**src/rtl/lsu_dc_fill_ctl_if.sv**
```systemverilog
// lsu_dc_fill_ctl_if: miss, system-bus fill and d-cache array signals of the line-fill sequencer
interface lsu_dc_fill_ctl_if #(parameter int NUM_WAYS = 4);
    logic                miss_valid;
    logic [29:0]         miss_addr;
    logic [NUM_WAYS-1:0] miss_way;
    logic                miss_ready;
    logic                flush;
    logic                fill_req_valid;
    logic [26:0]         fill_req_addr;
    logic                fill_req_ready;
    logic                fill_rsp_valid;
    logic [63:0]         fill_rsp_data;
    logic                fill_rsp_err;
    logic                fill_rsp_ready;
    logic                lsu_dc_busy;
    logic [NUM_WAYS-1:0] dc_wr_en;
    logic [29:0]         dc_rw_addr;
    logic [67:0]         dc_wr_data;
    logic [NUM_WAYS-1:0] lsu_dc_tag_wren;
    logic [29:0]         dc_rw_tag_addr;
    logic [NUM_WAYS-1:0] dc_tag_valid;
    logic                fill_done;
    logic                fill_err;
    logic                fill_abort;
    modport master (
        input  miss_valid, miss_addr, miss_way, flush, fill_req_ready, fill_rsp_valid,
               fill_rsp_data, fill_rsp_err, lsu_dc_busy,
        output miss_ready, fill_req_valid, fill_req_addr, fill_rsp_ready, dc_wr_en, dc_rw_addr,
               dc_wr_data, lsu_dc_tag_wren, dc_rw_tag_addr, dc_tag_valid, fill_done, fill_err, fill_abort
    );
    modport slave (
        output miss_valid, miss_addr, miss_way, flush, fill_req_ready, fill_rsp_valid,
               fill_rsp_data, fill_rsp_err, lsu_dc_busy,
        input  miss_ready, fill_req_valid, fill_req_addr, fill_rsp_ready, dc_wr_en, dc_rw_addr,
               dc_wr_data, lsu_dc_tag_wren, dc_rw_tag_addr, dc_tag_valid, fill_done, fill_err, fill_abort
    );
endinterface

```
**src/rtl/lsu_dc_fill_ctl.sv**
```systemverilog
// lsu_dc_fill_ctl: d-cache line-fill sequencer (bus line read -> parity-protected beat writes -> victim tag write)
module lsu_dc_fill_ctl #(
    parameter int NUM_WAYS   = 4,
    parameter int LINE_BEATS = 4
) (
    input logic           clk,
    input logic           rst_l,
    lsu_dc_fill_ctl_if.master io
);
    localparam int BW = $clog2(LINE_BEATS);
    typedef enum logic [2:0] {IDLE, REQ, DATA, TAG, DONE} state_t;
    state_t              state_q, state_d;
    logic [26:0]         line_q;
    logic [NUM_WAYS-1:0] way_q;
    logic [BW-1:0]       beat_cnt_q, buf_beat_q;
    logic [63:0]         buf_data_q;
    logic                all_q, buf_v_q, err_q, abort_q;
    logic                take, acc, last, drop, wr, tag_wr, done;
    logic [3:0]          par;
    assign take   = state_q == IDLE && io.miss_valid;
    assign acc    = state_q == DATA && io.fill_rsp_valid && !buf_v_q;
    assign last   = beat_cnt_q == BW'(LINE_BEATS - 1);
    // erroring, aborted and post-error beats are consumed but never reach the buffer
    assign drop   = io.flush || err_q || abort_q || io.fill_rsp_err;
    assign wr     = buf_v_q && !io.lsu_dc_busy && !io.flush;
    assign tag_wr = state_q == TAG && !io.lsu_dc_busy;
    assign done   = state_q == DONE;
    always_comb begin
        state_d = state_q;
        case (state_q)
            IDLE:    state_d = io.miss_valid ? REQ : IDLE;
            REQ:     state_d = io.fill_req_ready ? DATA : io.flush ? DONE : REQ;
            DATA:    state_d = (all_q && !buf_v_q) ? TAG : DATA;
            TAG:     state_d = io.lsu_dc_busy ? TAG : DONE;
            DONE:    state_d = IDLE;
            default: state_d = IDLE;
        endcase
    end
    always_comb begin
        par = '0;
        for (int i = 0; i < 4; i++) par[i] = ^buf_data_q[16*i +: 16];
    end
    always_ff @(posedge clk or negedge rst_l) begin
        if (!rst_l) begin
            state_q    <= IDLE;
            line_q     <= '0;
            way_q      <= '0;
            beat_cnt_q <= '0;
            buf_beat_q <= '0;
            buf_data_q <= '0;
            all_q      <= 1'b0;
            buf_v_q    <= 1'b0;
            err_q      <= 1'b0;
            abort_q    <= 1'b0;
        end else begin
            state_q <= state_d;
            if (take) begin
                line_q <= io.miss_addr[29:3];
                way_q  <= io.miss_way;
            end
            if (acc) begin
                beat_cnt_q <= last ? '0 : beat_cnt_q + 1'b1;
                buf_beat_q <= beat_cnt_q;
                buf_data_q <= io.fill_rsp_data;
            end
            buf_v_q <= (acc && !drop) || (buf_v_q && !wr && !io.flush);
            all_q   <= !done && (all_q || (acc && last));
            err_q   <= !done && (err_q || (acc && io.fill_rsp_err));
            abort_q <= !done && (abort_q || (io.flush && (state_q == REQ || state_q == DATA)));
        end
    end
    assign io.miss_ready      = state_q == IDLE;
    assign io.fill_req_valid  = state_q == REQ;
    assign io.fill_req_addr   = line_q;
    assign io.fill_rsp_ready  = state_q == DATA && !buf_v_q;
    assign io.dc_wr_en        = wr ? way_q : '0;
    assign io.dc_rw_addr      = {line_q, buf_beat_q, 1'b0};
    assign io.dc_wr_data      = {par, buf_data_q};
    assign io.lsu_dc_tag_wren = tag_wr ? way_q : '0;
    assign io.dc_rw_tag_addr  = {line_q, 3'b000};
    assign io.dc_tag_valid    = (tag_wr && !err_q && !abort_q) ? way_q : '0;
    assign io.fill_done       = done;
    assign io.fill_err        = done && err_q;
    assign io.fill_abort      = done && abort_q;
endmodule

```
**src/flat_wrapper.sv**
```systemverilog
// flat-port wrapper written by rule: the top's interface ports become plain ports
module lsu_dc_fill_ctl_flat 
#(
    parameter int NUM_WAYS   = 4,
    parameter int LINE_BEATS = 4
)
  (clk, rst_l, io_miss_valid, io_miss_addr, io_miss_way, io_flush, io_fill_req_ready, io_fill_rsp_valid, io_fill_rsp_data, io_fill_rsp_err, io_lsu_dc_busy, io_miss_ready, io_fill_req_valid, io_fill_req_addr, io_fill_rsp_ready, io_dc_wr_en, io_dc_rw_addr, io_dc_wr_data, io_lsu_dc_tag_wren, io_dc_rw_tag_addr, io_dc_tag_valid, io_fill_done, io_fill_err, io_fill_abort);
  lsu_dc_fill_ctl_if #(.NUM_WAYS(NUM_WAYS)) io_i ();
  input logic clk;
  input logic rst_l;
  input wire logic [$bits(io_i.miss_valid)-1:0] io_miss_valid;
  input wire logic [$bits(io_i.miss_addr)-1:0] io_miss_addr;
  input wire logic [$bits(io_i.miss_way)-1:0] io_miss_way;
  input wire logic [$bits(io_i.flush)-1:0] io_flush;
  input wire logic [$bits(io_i.fill_req_ready)-1:0] io_fill_req_ready;
  input wire logic [$bits(io_i.fill_rsp_valid)-1:0] io_fill_rsp_valid;
  input wire logic [$bits(io_i.fill_rsp_data)-1:0] io_fill_rsp_data;
  input wire logic [$bits(io_i.fill_rsp_err)-1:0] io_fill_rsp_err;
  input wire logic [$bits(io_i.lsu_dc_busy)-1:0] io_lsu_dc_busy;
  output wire logic [$bits(io_i.miss_ready)-1:0] io_miss_ready;
  output wire logic [$bits(io_i.fill_req_valid)-1:0] io_fill_req_valid;
  output wire logic [$bits(io_i.fill_req_addr)-1:0] io_fill_req_addr;
  output wire logic [$bits(io_i.fill_rsp_ready)-1:0] io_fill_rsp_ready;
  output wire logic [$bits(io_i.dc_wr_en)-1:0] io_dc_wr_en;
  output wire logic [$bits(io_i.dc_rw_addr)-1:0] io_dc_rw_addr;
  output wire logic [$bits(io_i.dc_wr_data)-1:0] io_dc_wr_data;
  output wire logic [$bits(io_i.lsu_dc_tag_wren)-1:0] io_lsu_dc_tag_wren;
  output wire logic [$bits(io_i.dc_rw_tag_addr)-1:0] io_dc_rw_tag_addr;
  output wire logic [$bits(io_i.dc_tag_valid)-1:0] io_dc_tag_valid;
  output wire logic [$bits(io_i.fill_done)-1:0] io_fill_done;
  output wire logic [$bits(io_i.fill_err)-1:0] io_fill_err;
  output wire logic [$bits(io_i.fill_abort)-1:0] io_fill_abort;
  assign io_i.miss_valid = io_miss_valid;
  assign io_i.miss_addr = io_miss_addr;
  assign io_i.miss_way = io_miss_way;
  assign io_i.flush = io_flush;
  assign io_i.fill_req_ready = io_fill_req_ready;
  assign io_i.fill_rsp_valid = io_fill_rsp_valid;
  assign io_i.fill_rsp_data = io_fill_rsp_data;
  assign io_i.fill_rsp_err = io_fill_rsp_err;
  assign io_i.lsu_dc_busy = io_lsu_dc_busy;
  assign io_miss_ready = io_i.miss_ready;
  assign io_fill_req_valid = io_i.fill_req_valid;
  assign io_fill_req_addr = io_i.fill_req_addr;
  assign io_fill_rsp_ready = io_i.fill_rsp_ready;
  assign io_dc_wr_en = io_i.dc_wr_en;
  assign io_dc_rw_addr = io_i.dc_rw_addr;
  assign io_dc_wr_data = io_i.dc_wr_data;
  assign io_lsu_dc_tag_wren = io_i.lsu_dc_tag_wren;
  assign io_dc_rw_tag_addr = io_i.dc_rw_tag_addr;
  assign io_dc_tag_valid = io_i.dc_tag_valid;
  assign io_fill_done = io_i.fill_done;
  assign io_fill_err = io_i.fill_err;
  assign io_fill_abort = io_i.fill_abort;
  lsu_dc_fill_ctl #(.NUM_WAYS(NUM_WAYS), .LINE_BEATS(LINE_BEATS)) u_core (.clk(clk), .rst_l(rst_l), .io(io_i));
endmodule
```
**config.mk**
```make
export PLATFORM = sky130hd
export DESIGN_NAME = lsu_dc_fill_ctl_flat
export DESIGN_NICKNAME = d
export VERILOG_FILES = /design/src/rtl/lsu_dc_fill_ctl_if.sv /design/src/rtl/lsu_dc_fill_ctl.sv /design/src/flat_wrapper.sv
export SDC_FILE = /design/constraint.sdc
export NUM_CORES = 1
export LEC_CHECK = 0
export BUFFER_PORTS_ARGS = -buffer_cell sky130_fd_sc_hd__clkbuf_2
export CAP_MARGIN = 20
export CELL_PAD_IN_SITES_DETAIL_PLACEMENT = 0
export CELL_PAD_IN_SITES_GLOBAL_PLACEMENT = 1
export CORE_ASPECT_RATIO = 1.4
export CORE_UTILIZATION = 35
export DETAILED_ROUTE_END_ITERATION = 10
export PLACE_DENSITY = 0.86
export RECOVER_POWER = 100
export SYNTH_ARGS = -nofsm -noshare
export SYNTH_HDL_FRONTEND = slang
export SYNTH_SLANG_ARGS = --single-unit
```
**constraint.sdc**
```tcl
create_clock -name clk -period 2.5 [get_ports clk]
set_input_delay 0.375 -clock clk [delete_from_list [all_inputs] [get_ports clk]]
set_output_delay 0.375 -clock clk [all_outputs]
set_load 0.01 [all_outputs]
```
### Yosys cells after proc, flatten, opt, wreduce, memory -nomap -nowiden

Cells that the tools add are included.

| storage, ports and cells | value |
|---|---|
| register bits after elaboration | 106 |
| input port bits | 106 |
| logic and storage cells | 68 |

| cells by class | value |
|---|---|
| add/subtract/negate cells | 1 |
| equal/unequal tests | 5 |
| multiplexer cells | 10 |
| reduce and logical (&&, ||, !) cells | 42 |

Operators with widths:

| kind | number |
|---|---|
| $reduce_xor A16 Y1 | 4 |
| $logic_and A1 B1 Y1 | 21 |
| $mux W4 | 3 |
| $pmux W3 S4 | 1 |
| $mux W3 | 3 |
| $logic_not A1 Y1 | 8 |
| $logic_or A1 B1 Y1 | 8 |
| $eq A3 B2 Y1 const B | 2 |
| $eq A3 B1 Y1 const B | 1 |
| $eq A3 B3 Y1 const B | 1 |
| $logic_not A3 Y1 | 1 |
| $add A2 B1 Y2 const B | 1 |
| $eq A2 B2 Y1 const B | 1 |
| $mux W1 | 2 |
| $mux W2 | 1 |

### Logic depth before layout (Yosys ltp)

Gate-level depths: netlist of run 1.

| logic depth | value |
|---|---|
| depth after elaboration | 7 |
| mapped depth | 8 |
| mapped depth without buffers | 4 |

### Worst setup path before layout of run 1

Ideal clock, no wire load.

| path | value |
|---|---|
| kind | flip-flop to output port |
| start | register u_core.state_q[1] |
| end | output io_dc_tag_valid[0] |
| arrival time | 1.337 ns |
| data required time | 2.125 ns |
| slack | 0.788 ns |
| stages on the path, launching flop included | 6 |
| path buffers | 1 |
| path through | dfrtp_1 buf_2 nand2_1 nor3_1 nor3b_1 and2_1 |

| on the way | value |
|---|---|
| cells in the longest elaborated chain, start to end | 5 |

RTL lines:

| item | RTL line | RTL |
|---|---|---|
| from (decl) | lsu_dc_fill_ctl.sv:12 | `state_t state_q, state_d;` |
| from (signal assigned) | lsu_dc_fill_ctl.sv:56 | `state_q <= state_d;` |
| $eq A3 B2 Y1 | lsu_dc_fill_ctl.sv:26 | `assign tag_wr = state_q == TAG && !io.lsu_dc_busy;` |
| $logic_and A1 B1 Y1 | lsu_dc_fill_ctl.sv:26 |  |
| $logic_and A1 B1 Y1 (2 in series) | lsu_dc_fill_ctl.sv:81 | `assign io.dc_tag_valid = (tag_wr && !err_q && !abort_q) ? way_q : '0;` |
| $mux W4 | lsu_dc_fill_ctl.sv:81 |  |
| to (decl) | flat_wrapper.sv:29 | `output wire logic [$bits(io_i.dc_tag_valid)-1:0] io_dc_tag_valid;` |

No other way between the ends.

### Worst setup path in the final report of run 1

| path | value |
|---|---|
| start | register u_core.state_q[0] |
| end | output io_dc_tag_valid[3] |

Same word-level chain as after synthesis.

==> results of run 1 <==
final cells by class:
cell class / instances / area share [%]
Sequential cell: 106 / 41.9
Tap cell: 189 / 3.73
Clock inverter: 5 / 0.592
Inverter: 2 / 0.118
Clock buffer: 11 / 3.83
Timing Repair Buffer: 279 / 19.0
Multi-Input combinational cell: 344 / 30.8
through the flow:
stage | setup WS [ps] | hold slack, ps | cell area (µm²) | instances
2_1_floorplan | 788 | 79.4 | 5160 | 531
3_3_place_gp | 512 | 371 | 6300 | 920
3_5_place_dp | 513 | 383 | 6300 | 920
4_1_cts | 139 | 10.8 | 6580 | 936
5_1_grt | 102 | 206 | 6340 | 936
6_report | 280 | 219 | 6340 | 936
Yosys cell counts (all sizes together):
master,instances
o21ai,1
xnor2,56
nand2,205
a21o,2
buf,73
xor2,4
and3,3
inv,2
conb,1
mux2,31
and2,13
clkbuf,6
or4,1
nor2b,1
nor3,5
nor4b,2
a31oi,1
dfrtp,106
nor2,4
a21oi,6
nor3b,3
a22oi,1
ha,1
registers in the layout, indices dropped and copies added, names as in the netlist:
register and cells:
u_core.err_q 1, u_core.all_q 1, u_core.io.fill_req_addr 27, u_core.abort_q 1, u_core.beat_cnt_q 2, u_core.state_q 3
u_core.buf_beat_q 2, u_core.way_q 4, u_core.buf_data_q 64, u_core.buf_v_q 1
final timing paths:
| check | cells after the start | start | slack (ps) | end |
|---|---|---|---|---|
| min in group asynchronous | 1 | rst_l | 610 | u_core.io.fill_req_addr[8] |
| max in group asynchronous | 2 | rst_l | 550 | u_core.buf_data_q[4] |
| worst max-delay path | 5 | u_core.state_q[0] | 280 | io_dc_tag_valid[3] |
| worst min-delay path | 3 | io_fill_rsp_data[23] | 220 | u_core.buf_data_q[23] |
| worst min register to register | 2 | u_core.buf_beat_q[1] | 480 | u_core.buf_beat_q[1] |
| worst max register to register | 5 | u_core.state_q[0] | 370 | u_core.buf_v_q |
per-layer routing:
layer,global-route usage (%),part of all wire (%)
met4,5.57,1.8
met1,19.9,43
met5,0,0
met3,3.90,5.7
met2,27.3,50
repair_timing:
item,in CTS,in global routing
setup buffers,0,0
setup endpoints to repair,0,1
hold buffers,0,0
resized for setup,0,1
where the power goes:
group / internal [µW] / leakage [µW] / total [µW] / switching [µW]
Sequential: 2540 / 0.00130 / 3350 / 807
Clock: 708 / 0.000132 / 1340 / 629
Combinational: 2450 / 0.00165 / 5510 / 3060
Total: 5700 / 0.00308 / 10200 / 4490
critical path, delay by kind of cell, from the launching register on:
kind          cells  cell delay [ps]
buf+inv           1              160
simple gates      4              840
flops             1              530
cell families after synthesis:
group,after synthesis
AO/OA/AOI/OAI,11
XOR/XNOR,60
adder cells (fa/ha/maj),1
buffers and inverters,81
flip-flops,106
multiplexers,31
other,1
AND/OR/NAND/NOR,237
==> metrics.txt, run 1 <==
# TYPE chip_impl_metric gauge
chip_impl_metric{name="grt_first_pass_wirelength",unit="mm"} 19.4
chip_impl_metric{name="crit_fanout",unit=""} 9
chip_impl_metric{name="cts_sinks",unit=""} 106
chip_impl_metric{name="final-max-slew-violation-count",unit=""} 39
chip_impl_metric{name="dr.pass1.iters",unit=""} 4
chip_impl_info{name="commonest_cells_after_routing_fill_and_taps_aside",value="sky130_fd_sc_hd__nand2_1 (204), sky130_fd_sc_hd__clkbuf_1 (162), sky130_fd_sc_hd__clkbuf_2 (115)"} 1
chip_impl_metric{name="synthCells",unit=""} 528
chip_impl_metric{name="clock_skew",unit="ps"} 13.8
chip_impl_metric{name="timing.slew.headroom",unit="%"} -35.9
chip_impl_metric{name="synthAdderAreaFrac",unit="%"} 0.243
chip_impl_metric{name="cts.path.max_buffers",unit=""} 2
chip_impl_metric{name="grt_start_max_net_pins",unit=""} 54
chip_impl_metric{name="footprint_of_the_multi_input_gates",unit="µm²"} 1950
chip_impl_metric{name="maximum_cell_stage_delay_along_the_critical_path",unit="ps"} 530
chip_impl_metric{name="finalNetCount",unit=""} 849
chip_impl_metric{name="synth_compound_area_share",unit="%"} 1.24
chip_impl_metric{name="hpwl",unit="mm"} 9.17
chip_impl_metric{name="first_global_vias",unit=""} 3758
chip_impl_metric{name="design.core.area",unit="µm²"} 14400
chip_impl_metric{name="number_of_synthesis_warnings",unit=""} 0
chip_impl_info{name="worst_min_delay_path_category",value="in2reg"} 1
chip_impl_metric{name="number_of_hold_violations_in_the_final_report",unit=""} 0
chip_impl_info{name="synth.largest_area_cell",value="sky130_fd_sc_hd__dfrtp_1"} 1
chip_impl_metric{name="required",unit="ps"} 2120
chip_impl_metric{name="clock_latency",unit="ps"} 340
chip_impl_metric{name="cellPowerDensity",unit="nW/µm²"} 1610
chip_impl_metric{name="cts-buffers-inserted",unit=""} 9
chip_impl_metric{name="fp.dieH",unit="µm"} 145
chip_impl_metric{name="vias",unit=""} 4012
chip_impl_info{name="rsz0062_at_grt",value="no"} 1
chip_impl_info{name="synth_area_leaders",value="sky130_fd_sc_hd__dfrtp_1 (52%), sky130_fd_sc_hd__nand2_1 (15%), sky130_fd_sc_hd__xnor2_1 (9.5%)"} 1
chip_impl_metric{name="fmax",unit="MHz"} 450
chip_impl_metric{name="synth_simple_gate_area_share",unit="%"} 19.2
chip_impl_info{name="timing.critical_path.to_type",value="primary output"} 1
chip_impl_metric{name="finalWeightedCongestion",unit=""} 0.740
chip_impl_metric{name="xor_xnor_cell_area_share_of_the_yosys_netlist",unit="%"} 10.2
chip_impl_metric{name="floorplan.initialDensity",unit="%"} 35.8
chip_impl_metric{name="antenna_found_initial",unit=""} 0
chip_impl_metric{name="syn_area_per_cell",unit="µm²"} 9.75
chip_impl_metric{name="worst-slew-pin-transition",unit="ps"} 2040
chip_impl_info{name="worst_setup_path_start_kind",value="register"} 1
chip_impl_metric{name="initialDrtViolationCount",unit=""} 111
chip_impl_metric{name="layout_min_cycle_time",unit="ps"} 2220
chip_impl_metric{name="final-setup-viol-count",unit=""} 0
chip_impl_metric{name="post_synth_instance_area",unit="µm²"} 5150
chip_impl_metric{name="antenna_cells",unit=""} 0
chip_impl_metric{name="worst_ir_drop_vdd",unit="µV"} 943
chip_impl_info{name="result_of_the_run",value="complete, but fails checks"} 1
chip_impl_info{name="slowest_stage",value="sky130_fd_sc_hd__dfrtp_1"} 1
chip_impl_info{name="clock_tree.root_cell",value="sky130_fd_sc_hd__clkbuf_16"} 1
chip_impl_metric{name="post-synth-top-area-fraction",unit="%"} 51.5
chip_impl_metric{name="fin_crit_sh",unit="%"} 88.8
chip_impl_metric{name="detail_route.drc_violations",unit=""} 0
chip_impl_metric{name="postSynthRegisterBits",unit=""} 106
chip_impl_metric{name="global_route_usage_over_all_layers",unit="%"} 16.1
chip_impl_metric{name="arrival",unit="ps"} 1840
chip_impl_metric{name="antenna_left",unit=""} 0
chip_impl_metric{name="post_synth_num_cell_types",unit=""} 28
chip_impl_metric{name="dieArea",unit="µm²"} 15200
chip_impl_metric{name="nFillCells",unit=""} 1523
chip_impl_metric{name="total_leakage_power",unit="µW"} 0.00308
chip_impl_metric{name="total_negative_slack_for_setup_checks",unit="ps"} 0
chip_impl_metric{name="routed_wl",unit="mm"} 12.3
chip_impl_metric{name="die_wd",unit="µm"} 104
chip_impl_metric{name="cts.reportedPaths.clkPinSlew",unit="ps"} 80
chip_impl_info{name="crit_path_cell_trace",value="nand2_1 > nor3_1 > nor3b_2 > and2_0 > clkbuf_2"} 1
chip_impl_info{name="violations",value="capacitance limit, slew limit"} 1
chip_impl_metric{name="synth-seq-area-share",unit="%"} 51.5
chip_impl_metric{name="num_rows",unit=""} 52
chip_impl_metric{name="htree_num_levels",unit=""} 3
chip_impl_info{name="timing_worst_setup_path_type",value="reg2out"} 1
chip_impl_info{name="tritoncts",value="done"} 1
chip_impl_metric{name="timing.max_cap.violations",unit=""} 1
chip_impl_metric{name="total_power",unit="µW"} 10200
chip_impl_metric{name="grt-ovfl-total",unit=""} 0
chip_impl_metric{name="post_drt_via_cell_ratio",unit=""} 4.29
chip_impl_info{name="synth_top_family_by_area",value="simple AND/OR/NAND/NOR gates"} 1
chip_impl_info{name="final_common_cell",value="sky130_fd_sc_hd__nand2_1"} 1
chip_impl_metric{name="io-pin-count",unit=""} 279
chip_impl_metric{name="buffer_ports.inserted",unit=""} 271
chip_impl_metric{name="wl_per_cell",unit="µm"} 13.1
chip_impl_metric{name="synth.area.mux_share",unit="%"} 6.78
chip_impl_metric{name="sequential_cell_area_in_the_final_layout",unit="µm²"} 2650
chip_impl_metric{name="areaGrowthSynthToFinish",unit="%"} 23.1
chip_impl_metric{name="post_route_cells_drive_above_1_share",unit="%"} 22.2
chip_impl_metric{name="final_core_util",unit="%"} 44.1
(Power assumes the default switching activity.)
==> inputs of run 2 (changes only) <==
Settings changed: BUFFER_PORTS_ARGS -buffer_cell sky130_fd_sc_hd__clkbuf_2 to -buffer_cell sky130_fd_sc_hd__buf_2.
==> run 2 against run 1 <==
Against the previous run:
- the flow now finishes without violations
- clock power grew 3%
- non-clock buffer count is 1 higher
- clock-buffer cell count grew 1
- final area rose by 0.26%
- final cell count grew 0.21%
- setup slack better by 17 ps
- combinational power about the same
- flip-flop and latch count unchanged
- die area did not move
- largest cell class unchanged
- highest routed layer unchanged
==> metrics.txt, run 2 (synthesis results as in run 1) <==
# TYPE chip_impl_metric gauge
chip_impl_metric{name="cts_sinks",unit=""} 106
chip_impl_metric{name="total_negative_slack_for_setup_checks",unit="ps"} 0
chip_impl_metric{name="dieArea",unit="µm²"} 15200
chip_impl_metric{name="post_drt_via_cell_ratio",unit=""} 4.33
chip_impl_info{name="result_of_the_run",value="finished, final reports clean"} 1
chip_impl_metric{name="design_area",unit="µm²"} 6350
chip_impl_metric{name="num_rows",unit=""} 52
chip_impl_info{name="timing.critical_path.to_type",value="primary output"} 1
chip_impl_info{name="crit_path_cell_trace",value="nand2_1 > nor3_1 > nor3b_2 > and2_0 > buf_2"} 1
chip_impl_info{name="rsz0062_at_grt",value="no"} 1
chip_impl_metric{name="htree_num_levels",unit=""} 3
chip_impl_metric{name="wl_per_cell",unit="µm"} 13.2
chip_impl_metric{name="maximum_cell_stage_delay_along_the_critical_path",unit="ps"} 520
chip_impl_info{name="timing_worst_setup_path_type",value="reg2out"} 1
chip_impl_metric{name="required",unit="ps"} 2120
chip_impl_info{name="worst_min_delay_path_category",value="in2reg"} 1
chip_impl_info{name="worst_setup_path_start_kind",value="register"} 1
chip_impl_info{name="commonest_cells_after_routing_fill_and_taps_aside",value="sky130_fd_sc_hd__nand2_1 (205), sky130_fd_sc_hd__clkbuf_1 (162), sky130_fd_sc_hd__buf_2 (110)"} 1
chip_impl_metric{name="first_global_vias",unit=""} 3837
chip_impl_metric{name="clock_skew",unit="ps"} 11.8
chip_impl_metric{name="grt_first_pass_wirelength",unit="mm"} 19.6
chip_impl_metric{name="initialDrtViolationCount",unit=""} 143
chip_impl_metric{name="total_power",unit="µW"} 10200
chip_impl_metric{name="worst_ir_drop_vdd",unit="µV"} 1370
chip_impl_metric{name="grt-ovfl-total",unit=""} 0
chip_impl_metric{name="buffer_ports.inserted",unit=""} 271
chip_impl_metric{name="global_route_usage_over_all_layers",unit="%"} 16.2
chip_impl_metric{name="finalWeightedCongestion",unit=""} 0.765
chip_impl_metric{name="total_leakage_power",unit="µW"} 0.00308
chip_impl_metric{name="number_of_hold_violations_in_the_final_report",unit=""} 0
chip_impl_metric{name="cellPowerDensity",unit="nW/µm²"} 1610
chip_impl_metric{name="timing.slew.headroom",unit="%"} 39.0
chip_impl_metric{name="timing.max_cap.violations",unit=""} 0
chip_impl_metric{name="antenna_found_initial",unit=""} 1
chip_impl_info{name="final_common_cell",value="sky130_fd_sc_hd__nand2_1"} 1
chip_impl_metric{name="finalNetCount",unit=""} 850
chip_impl_metric{name="cts.reportedPaths.clkPinSlew",unit="ps"} 70
chip_impl_metric{name="antenna_left",unit=""} 0
chip_impl_metric{name="flip_flop_count_of_the_largest_register_all_copies_and_words_added",unit=""} 64
chip_impl_metric{name="layout_min_cycle_time",unit="ps"} 2200
chip_impl_metric{name="cts-buffers-inserted",unit=""} 9
chip_impl_metric{name="crit_fanout",unit=""} 9
chip_impl_metric{name="arrival",unit="ps"} 1830
chip_impl_metric{name="whs",unit="ps"} 222
chip_impl_metric{name="clock_latency",unit="ps"} 340
chip_impl_metric{name="dr.pass1.iters",unit=""} 6
chip_impl_metric{name="final-max-slew-violation-count",unit=""} 0
chip_impl_info{name="top_register",value="u_core.buf_data_q"} 1
chip_impl_metric{name="placement_stage_cell_area",unit="µm²"} 6300
chip_impl_metric{name="vias",unit=""} 4062
chip_impl_metric{name="die_wd",unit="µm"} 104
chip_impl_metric{name="grt_start_max_net_pins",unit=""} 57
chip_impl_metric{name="final-setup-viol-count",unit=""} 0
chip_impl_metric{name="routed_wl",unit="mm"} 12.4
chip_impl_metric{name="hpwl",unit="mm"} 9.15
chip_impl_metric{name="cts.path.max_buffers",unit=""} 2
chip_impl_info{name="tritoncts",value="done"} 1
chip_impl_metric{name="fmax",unit="MHz"} 454
chip_impl_metric{name="fp.dieH",unit="µm"} 145
chip_impl_metric{name="io-pin-count",unit=""} 279
chip_impl_metric{name="worst-slew-pin-transition",unit="ps"} 915
chip_impl_metric{name="detail_route.drc_violations",unit=""} 0
chip_impl_info{name="clock_tree.root_cell",value="sky130_fd_sc_hd__clkbuf_16"} 1
chip_impl_info{name="slowest_stage",value="sky130_fd_sc_hd__dfrtp_1"} 1
chip_impl_metric{name="floorplan.initialDensity",unit="%"} 35.8
chip_impl_metric{name="numPlacedInstances",unit=""} 920
chip_impl_metric{name="layout.cells.non_filler",unit=""} 938
chip_impl_metric{name="fin_crit_sh",unit="%"} 88.1
chip_impl_metric{name="design.core.area",unit="µm²"} 14400
chip_impl_metric{name="areaGrowthSynthToFinish",unit="%"} 23.4
chip_impl_metric{name="post_route_cells_drive_above_1_share",unit="%"} 22.1
run 2: layout make-up:
type	instances	area (µm²)
Clock inverter	4	33.8
Tap cell	189	236
Fill cell	1540	8030
Sequential cell	106	2650
Inverter	2	7.51
Clock buffer	12	256
Timing Repair Buffer	280	1210
Antenna cell	1	2.50
Multi-Input combinational cell	344	1950
run 2: timing repair:
action,in CTS,in global routing
buffers inserted,0,0
hold endpoints to repair,30,0
gates resized for setup,0,1
endpoints found under the setup margin,0,1
hold buffers,1,0
run 2: through the flow:
step | utilization (%) | setup WS [ps]
final | 44.2 | 298
after global routing | 44.2 | 157
after CTS | 45.9 | 115
after detailed placement | 43.8 | 493
after global placement | 43.8 | 521
after floorplan | - | 788
run 2: path summary, 6_finish.rpt:
path                                      start                    endpoint  slack, ps  cells past startpoint
hold reg to reg            u_core.buf_beat_q[1]        u_core.buf_beat_q[1]        480                      2
setup / recovery              u_core.state_q[0]          io_dc_tag_valid[3]        300                      5
hold / removal             io_fill_rsp_data[56]       u_core.buf_data_q[56]        220                      3
min in group asynchronous                 rst_l  u_core.io.fill_req_addr[4]        650                      2
max in group asynchronous                 rst_l       u_core.buf_data_q[49]        520                      3
setup reg to reg              u_core.state_q[0]       u_core.buf_data_q[37]        410                      5
run 2: critical path, delay by kind of cell (launching register included):
kind,cells,cell delay (ps)
and+or+nand+nor,4,830
DFF,1,520
buffers and inverters,1,150
run 2: where the power goes:
group | total, µW | leakage, µW | internal [µW] | switching (µW)
Clock | 1380 | 0.000140 | 741 | 636
Sequential | 3350 | 0.00130 | 2540 | 808
Combinational | 5500 | 0.00164 | 2450 | 3050
Total | 10200 | 0.00308 | 5730 | 4490
run 2: metal layers:
metal  track usage, %  wire, µm  share of wire [%]  up-vias
met1             20.3      5350                 43     1901
met4             6.57       263                2.1        0
met2             26.8      6130                 49      130
met3             3.85       670                5.4       16
li1                 -         -                  -     2015
met5                0         0                  0        -
==> inputs of run 3 (changes only) <==
Settings changed: CORE_MARGIN from default to 10.
==> run 3 against run 2 <==
Against the previous run:
- clock skew up 1.9 ps
- global-route usage down 1.4 points
- combinational power up 4.5%
==> metrics.txt, run 3 (synthesis results as in run 1) <==
# TYPE chip_impl_metric gauge
chip_impl_info{name="result_of_the_run",value="finished, final reports clean"} 1
chip_impl_metric{name="cts_sinks",unit=""} 106
chip_impl_metric{name="die_wd",unit="µm"} 122
chip_impl_metric{name="layout_min_cycle_time",unit="ps"} 2240
chip_impl_metric{name="io-pin-count",unit=""} 279
chip_impl_metric{name="timing.max_cap.violations",unit=""} 0
chip_impl_metric{name="clock_latency",unit="ps"} 340
chip_impl_metric{name="grt-ovfl-total",unit=""} 0
chip_impl_metric{name="ff2ff_path_depth",unit=""} 4
chip_impl_metric{name="finalWeightedCongestion",unit=""} 0.786
chip_impl_metric{name="regToRegSetupSlack",unit="ps"} 260
chip_impl_metric{name="initialDrtViolationCount",unit=""} 243
chip_impl_metric{name="worst-slew-pin-transition",unit="ps"} 1220
chip_impl_metric{name="first_global_vias",unit=""} 4188
chip_impl_info{name="rr_startpoint",value="u_core.state_q[0]"} 1
chip_impl_metric{name="cts-buffers-inserted",unit=""} 9
chip_impl_metric{name="grt_first_pass_wirelength",unit="mm"} 23.3
chip_impl_metric{name="nFillCells",unit=""} 1562
chip_impl_metric{name="timing.slew.headroom",unit="%"} 18.8
chip_impl_metric{name="number_of_hold_violations_in_the_final_report",unit=""} 0
chip_impl_metric{name="global_route_usage_over_all_layers",unit="%"} 14.8
chip_impl_metric{name="dieArea",unit="µm²"} 20000
chip_impl_metric{name="wl_per_cell",unit="µm"} 16.1
chip_impl_metric{name="grt_start_max_net_pins",unit=""} 49
chip_impl_info{name="worst_setup_path_start_kind",value="register"} 1
chip_impl_metric{name="num_rows",unit=""} 52
chip_impl_info{name="worst_min_delay_path_category",value="in2async"} 1
chip_impl_metric{name="post_route_cells_drive_above_1_share",unit="%"} 21.7
chip_impl_metric{name="hpwl",unit="mm"} 11.9
chip_impl_metric{name="cellPowerDensity",unit="nW/µm²"} 1650
chip_impl_metric{name="crit_fanout",unit=""} 21
chip_impl_metric{name="total_leakage_power",unit="µW"} 0.00307
chip_impl_metric{name="final-setup-viol-count",unit=""} 0
chip_impl_info{name="timing_worst_setup_path_type",value="reg2reg"} 1
chip_impl_metric{name="htree_num_levels",unit=""} 3
chip_impl_info{name="timing.critical_path.to_type",value="register"} 1
chip_impl_metric{name="cts.path.max_buffers",unit=""} 2
chip_impl_info{name="rsz0062_at_grt",value="no"} 1
chip_impl_metric{name="design.core.area",unit="µm²"} 14400
chip_impl_metric{name="total_negative_slack_for_setup_checks",unit="ps"} 0
chip_impl_metric{name="design_area",unit="µm²"} 6360
chip_impl_metric{name="worst_ir_drop_vdd",unit="µV"} 853
chip_impl_info{name="reg2reg_to",value="u_core.buf_v_q"} 1
chip_impl_metric{name="finalNetCount",unit=""} 849
chip_impl_metric{name="placement_stage_cell_area",unit="µm²"} 6320
chip_impl_info{name="slowest_stage",value="sky130_fd_sc_hd__or4_1"} 1
chip_impl_info{name="final_common_cell",value="sky130_fd_sc_hd__nand2_1"} 1
chip_impl_metric{name="final-max-slew-violation-count",unit=""} 0
chip_impl_metric{name="fin_crit_sh",unit="%"} 89.6
chip_impl_metric{name="maximum_cell_stage_delay_along_the_critical_path",unit="ps"} 590
chip_impl_metric{name="vias",unit=""} 4040
chip_impl_metric{name="required",unit="ps"} 2760
chip_impl_metric{name="buffer_ports.inserted",unit=""} 271
chip_impl_metric{name="areaGrowthSynthToFinish",unit="%"} 23.7
chip_impl_metric{name="dr.pass1.iters",unit=""} 6
chip_impl_metric{name="flip_flop_count_of_the_largest_register_all_copies_and_words_added",unit=""} 64
chip_impl_info{name="clock_tree.root_cell",value="sky130_fd_sc_hd__clkbuf_16"} 1
chip_impl_info{name="crit_path_cell_trace",value="nor4b_4 > nand2_1 > or4_1 > a21oi_1"} 1
chip_impl_metric{name="detail_route.drc_violations",unit=""} 0
chip_impl_info{name="tritoncts",value="done"} 1
chip_impl_info{name="commonest_cells_after_routing_fill_and_taps_aside",value="sky130_fd_sc_hd__nand2_1 (205), sky130_fd_sc_hd__clkbuf_1 (165), sky130_fd_sc_hd__buf_2 (110)"} 1
chip_impl_metric{name="floorplan.initialDensity",unit="%"} 35.6
chip_impl_metric{name="fmax",unit="MHz"} 447
chip_impl_metric{name="cts.reportedPaths.clkPinSlew",unit="ps"} 70
chip_impl_metric{name="antenna_left",unit=""} 0
chip_impl_metric{name="fp.dieH",unit="µm"} 163
chip_impl_metric{name="arrival",unit="ps"} 2500
chip_impl_info{name="top_register",value="u_core.buf_data_q"} 1
chip_impl_metric{name="clock_skew",unit="ps"} 13.7
chip_impl_metric{name="post_drt_via_cell_ratio",unit=""} 4.31
chip_impl_metric{name="antenna_found_initial",unit=""} 3
chip_impl_metric{name="routed_wl",unit="mm"} 15.1
chip_impl_metric{name="postCtsSetupBuffers",unit=""} 0
run 3: worst max path at each step:
stage | slack, ps | from | end | cells past startpoint
2_1_floorplan | 790 | u_core.state_q[1] | io_dc_tag_valid[0] | 5
3_3_place_gp | 530 | u_core.state_q[0] | u_core.buf_v_q | 4
3_5_place_dp | 500 | u_core.state_q[0] | u_core.buf_v_q | 4
4_1_cts | 150 | u_core.state_q[0] | io_dc_tag_valid[0] | 5
5_1_grt | 50 | u_core.state_q[0] | u_core.beat_cnt_q[0] | 5
6_report | 260 | u_core.state_q[0] | u_core.buf_v_q | 4
run 3: metal layers:
layer | vias to the layer above | wire [µm] | global-route usage, %
met5 | - | 20 | 0
met4 | 2 | 223 | 4.94
met3 | 17 | 1030 | 4.94
met2 | 128 | 7940 | 25.9
met1 | 1882 | 5910 | 16.5
li1 | 2011 | - | -
run 3: worst max-delay path, delay by kind of cell, from the launching register on:
| kind | cells | cell delay (ps) |
|---|---|---|
| simple gates | 3 | 1510 |
| flops | 1 | 500 |
| compound gates | 1 | 140 |
run 3: final cells by class:
type / count / area (µm²) / area share [%]
Antenna cell: 2 / 5.00 / 0.0786
Clock buffer: 12 / 246 / 3.87
Clock inverter: 4 / 35.0 / 0.551
Inverter: 2 / 7.51 / 0.118
Multi-Input combinational cell: 344 / 1960 / 30.7
Sequential cell: 106 / 2650 / 41.7
Tap cell: 189 / 236 / 3.72
Timing Repair Buffer: 279 / 1220 / 19.2
run 3: through the flow:
step                worst slack, ps  hold WS (ps)  utilization (%)  cells  power (µW)
global placement                529           400             43.7    920        9600
detailed placement              500           393             43.7    920        9710
global route                   45.5           204             44.0    937       11400
CTS                             147          17.7             45.7    936       11100
finish                          261           185             44.1    938       10500
floorplan                       788          79.4                -    531        7710
run 3: where the power goes:
group,internal [µW],switching [µW]
clock,716,639
combinational,2480,3270
sequential,2540,825
run 3: what timing repair did:
action,4_1_cts,5_1_grt
resized for setup,0,1
hold buffers,0,0
setup endpoints to repair,0,4
endpoints found under the hold margin,0,0
